==> src/rtl/mem_arbiter.sv <==
// Two-port round-robin arbiter in front of a single memory window.
// One transaction in flight: IDLE -> ACCESS -> RESP for valid requests, IDLE -> RESP for invalid ones.
module mem_arbiter #(
   parameter logic [24:0] BASE_ADDRESS = 25'd0
) (
   input  logic        clk,
   input  logic        rst_n,
   input  logic        req0,
   input  logic        req1,
   input  logic        we0,
   input  logic        we1,
   input  logic [31:0] addr0,
   input  logic [31:0] addr1,
   input  logic [31:0] wdata0,
   input  logic [31:0] wdata1,
   output logic        ack0,
   output logic        ack1,
   output logic        err0,
   output logic        err1,
   output logic [31:0] rdata0,
   output logic [31:0] rdata1,
   output logic        mem_read,
   output logic        mem_write,
   output logic [31:0] mem_addr,
   output logic [31:0] mem_wdata,
   input  logic [31:0] mem_rdata,
   output logic        busy
);

   typedef enum logic [1:0] {IDLE, ACCESS, RESP} state_t;

   state_t      state, state_nxt;
   logic        last_grant;
   logic        winner;
   logic        we_l;
   logic        err_l;
   logic [31:0] addr_l;
   logic [31:0] wdata_l;

   logic        any_req;
   logic        gnt;
   logic        sel_we;
   logic [31:0] sel_addr;
   logic [31:0] sel_wdata;
   logic        sel_ok;

   // On a tie the port that did not win last time is granted.
   assign any_req   = req0 | req1;
   assign gnt       = (req0 & req1) ? ~last_grant : req1;
   assign sel_we    = gnt ? we1 : we0;
   assign sel_addr  = gnt ? addr1 : addr0;
   assign sel_wdata = gnt ? wdata1 : wdata0;
   assign sel_ok    = (sel_addr[31:7] == BASE_ADDRESS) && (sel_addr[1:0] == 2'b00);

   always_ff @(posedge clk or negedge rst_n) begin
      if (!rst_n) begin
         state <= IDLE;
      end else begin
         state <= state_nxt;
      end
   end

   // Strobes and acks decode from state so reset removes them without a clock edge.
   always_comb begin
      state_nxt = state;
      mem_read  = 1'b0;
      mem_write = 1'b0;
      ack0      = 1'b0;
      ack1      = 1'b0;
      err0      = 1'b0;
      err1      = 1'b0;
      busy      = (state != IDLE);
      case (state)
         IDLE: begin
            if (any_req) begin
               state_nxt = sel_ok ? ACCESS : RESP;
            end
         end
         ACCESS: begin
            mem_read  = ~we_l;
            mem_write = we_l;
            state_nxt = RESP;
         end
         RESP: begin
            ack0      = ~winner;
            ack1      = winner;
            err0      = ~winner & err_l;
            err1      = winner & err_l;
            state_nxt = IDLE;
         end
         default: state_nxt = IDLE;
      endcase
   end

   always_ff @(posedge clk or negedge rst_n) begin
      if (!rst_n) begin
         last_grant <= 1'b1;
         winner     <= 1'b0;
         we_l       <= 1'b0;
         err_l      <= 1'b0;
         addr_l     <= '0;
         wdata_l    <= '0;
         mem_addr   <= '0;
         mem_wdata  <= '0;
         rdata0     <= '0;
         rdata1     <= '0;
      end else begin
         if (state == IDLE && any_req) begin
            winner     <= gnt;
            last_grant <= gnt;
            we_l       <= sel_we;
            addr_l     <= sel_addr;
            wdata_l    <= sel_wdata;
            err_l      <= ~sel_ok;
            // Memory bus only moves for requests that will actually reach ACCESS.
            if (sel_ok) begin
               mem_addr  <= sel_addr;
               mem_wdata <= sel_wdata;
            end
         end
         if (state == ACCESS && !we_l) begin
            if (winner) begin
               rdata1 <= mem_rdata;
            end else begin
               rdata0 <= mem_rdata;
            end
         end
      end
   end

endmodule

==> config.mk <==
export PLATFORM = sky130hd
export DESIGN_NAME = mem_arbiter
export DESIGN_NICKNAME = d
export VERILOG_FILES = /design/src/rtl/mem_arbiter.sv
export SDC_FILE = /design/constraint.sdc
export NUM_CORES = 1
export LEC_CHECK = 0
export ABC_AREA = 1
export BUFFER_PORTS_ARGS = -buffer_cell sky130_fd_sc_hd__buf_2
export CORE_UTILIZATION = 42
export DETAILED_ROUTE_END_ITERATION = 8
export GPL_ROUTABILITY_DRIVEN = 0
export PLACE_DENSITY = 0.77
export SLEW_MARGIN = 0
export SYNTH_ARGS = -nofsm -noshare
export SYNTH_HDL_FRONTEND = slang
export SYNTH_SLANG_ARGS = --single-unit
==> constraint.sdc <==
create_clock -name clk -period 1.8 [get_ports clk]
set_input_delay 0.18 -clock clk [delete_from_list [all_inputs] [get_ports clk]]
set_output_delay 0.18 -clock clk [all_outputs]
set_load 0.005 [all_outputs]
==> run metrics <==
Internal=5430 uW; critical path fanouts, max=27; starting DRC count in detailed routing=296; final hold violations=0; top cell type's share of synthesized area=0.553; IO Pins=301; first-pass GRT wire length=27600 um; Max-Cap Viols=0; DIE HEIGHT=122 um; Comb power frac=0.106; delay-heaviest family, CP=simple AND/OR/NAND/NOR gates; CTS tree=yes; clk sink count=134; Max Buffers Root-to-Sink=2; Fmax=499 MHz; Sequential Power Share=0.424; Worst Path Arrival=2.30 ns; most common cell after layout, fill and taps aside=nand2_1; Mapped Area=0.00602 mm^2; CP Cell Sequence=nand2_2, nand2_4, buf_12, nand2_1, nand2_1, nand2_1, nor2_1, nand2_1, nor2_4, nand3_4, clkbuf_16, nand2_1, nand2_1; worst skew pair latency=0.41 ns; final setup fails=67; status=complete, but fails checks; most frequent CP cell=nand2_1; die footprint=0.0148 mm^2; Post-Syn Nets=935; vias in the first global route=5786; Port-buffer cells=300; DRC viols=0; Post-Route WL=18300 um; Final TNS setup=-11.23 ns; syn_area_per_cell=7.83 um^2; part of the power in the clock network=0.469; Initial Util=0.432; Slowest cell on crit path=dfstp_2; HP Class=input pin to flip-flop; CP Buf/Inv Count=2; Vias=6179; synth unique cells=18; area leader, netlist=dfrtp_1; most frequent cells in the layout=nand2_1 (340), buf_2 (299), dfrtp_1 (133); # fillers=1245; VDD IR max=0.617 mV; fin cells=1275; Post-synth EDFFs=0; max incr delay on CP=0.53 ns; initial antenna violation count=3; DR WL/cell=14.3 um; sequential area share after synthesis=0.557; P_sw=1750 uW; Die Wd=122 um; final cycle utilization of the critical path=1.11; YS warnings=0; CP Class=flip-flop to flip-flop; worst-margin pin slew=0.558 ns; largest net degree at the start of global routing=61; RSZ-0062 raised after global routing=true; PwrDens=820 mW/mm^2; clock-pin slew on the worst setup and hold paths=0.05 ns; vias per inst=4.85; Core ar.=0.0139 mm^2; final worst-path setup slack=-0.205 ns; layout cells sized above 1=0.356; #FFs+latches synth=134; Antenna Violating Nets Remaining=0; H-tree Lvls=4; Async SR Flop Fraction=1.00; Primary FF master, synth=dfrtp_1; Post-Syn Instances=769; Post-Place Cells=1229; Slew headroom=0.628; Critical Path RT=2.10 ns; failing checks=setup timing; ranking of synthesized cells by area=dfrtp_1 (55%), nand2_1 (22%), o21ai_0 (5.7%), inv_1 (4.9%), nand4_1 (3.8%); GR Util All Layers=0.238; Startpoint Class=flip-flop; leakage power=0.00533 uW; Post-DP HPWL=12600 um; fin. max-slew vios=0; clock skew=0.00951 ns; Net Sw Frac=0.244; Final min period=2.01 ns; P&R area growth vs syn=45.3%; root buf cell=clkbuf_16; CTS buffer count=17; total gr overflow=0; drt pass-1 iters=5; row count=43; Crit. End Element=flip-flop; fin nets=1247
[what timing repair did]
item | in CTS | in global routing
setup endpoints to repair | 67 | 67
gates resized for setup | 3 | 16
hold endpoints to repair | 52 | 0
hold buffers | 1 | 0
gates cloned | 0 | 9
buffers inserted | 1 | 2
pin swaps | 2 | 3
[sequential cells by signal, summed over array words and instances, names as in the netlist]
register,count
winner,1
err_l,1
state,2
rdata0,32
last_grant,1
rdata1,32
we_l,1
mem_addr,32
mem_wdata,32
[power by group through the flow]
stage / registers [uW] / logic (uW) / clock network (uW)
6_report: 3050 / 764 / 3370
5_1_grt: 3050 / 861 / 3540
4_1_cts: 3050 / 734 / 3410
3_5_place_dp: 3100 / 726 / 0
3_3_place_gp: 3100 / 722 / 0
2_1_floorplan: 3100 / 342 / 0
[cells in the mapped netlist (2+ instances only)]
library cell and count:
nand2_1 350, inv_1 79, nand3_1 10, buf_2 19, inv_2 4, buf_4 3
o21ai_0 69, nor3_1 2, clkbuf_1 23, dfrtp_1 133, nor2_1 22, nand3b_1 13
nand4_1 37
[per-layer routing]
metal  vias to the layer above  part of all wire  GRT usage
li1                       3005                 -          -
met5                         -           0.00071          0
met2                       276              0.48      0.392
met3                        37             0.078     0.0646
met4                         2             0.024     0.0941
met1                      2859              0.42      0.295
[logic make-up (layout without fill, tap and decap cells)]
family	after synthesis	in the layout	share of synthesized area
simple gates	436	436	0.299
compound gates	70	70	0.0584
flops	134	134	0.557
other cells	0	2	0
buf+inv	129	453	0.0862
[layout make-up]
type | instances | area [um^2] | area share
antenna | 2 | 5.00 | 0.000572
clock buffer | 20 | 447 | 0.0510
clock inverter | 11 | 124 | 0.0142
inverter | 83 | 314 | 0.0359
multi-input combinational | 506 | 2220 | 0.254
sequential | 134 | 3350 | 0.383
tap | 180 | 225 | 0.0257
timing repair buffer | 339 | 2060 | 0.236
[worst reg2reg max path, delay by kind of cell (launching register included)]
| kind | cells | cell delay (ns) |
|---|---|---|
| buf+inv | 2 | 0.38 |
| flops | 1 | 0.53 |
| simple gates | 11 | 0.99 |
[path summary, 6_finish.rpt]
kind	start	endpoint	slack, ns	cells after the start
setup / recovery	last_grant$_DFFE_PN1P_	mem_wdata[5]$_DFFE_PN0P_	-0.21	13
max in group asynchronous	rst_n	mem_wdata[25]$_DFFE_PN0P_	0.87	3
min in group asynchronous	rst_n	rdata1[29]$_DFFE_PN0P_	0.33	2
hold / removal	mem_rdata[26]	rdata1[26]$_DFFE_PN0P_	0.04	3
setup reg to reg	last_grant$_DFFE_PN1P_	mem_wdata[5]$_DFFE_PN0P_	-0.21	13
hold reg to reg	mem_addr[24]$_DFFE_PN0P_	mem_addr[24]$_DFFE_PN0P_	0.46	2
[per-stage QoR]
stage / hold WS [ns] / util / power, uW / worst slack [ns] / cell area, um^2
after floorplan: -0.116 / - / 3440 / 0.00467 / 6050
after global placement: 0.193 / 0.565 / 3820 / -0.0866 / 7870
after detailed placement: 0.193 / 0.565 / 3820 / -0.164 / 7870
after CTS: 0.0264 / 0.608 / 7180 / -0.158 / 8470
after global routing: 0.0445 / 0.628 / 7450 / -0.336 / 8750
final: 0.0430 / 0.628 / 7180 / -0.205 / 8750
Power figures use the tool's default switching activity.
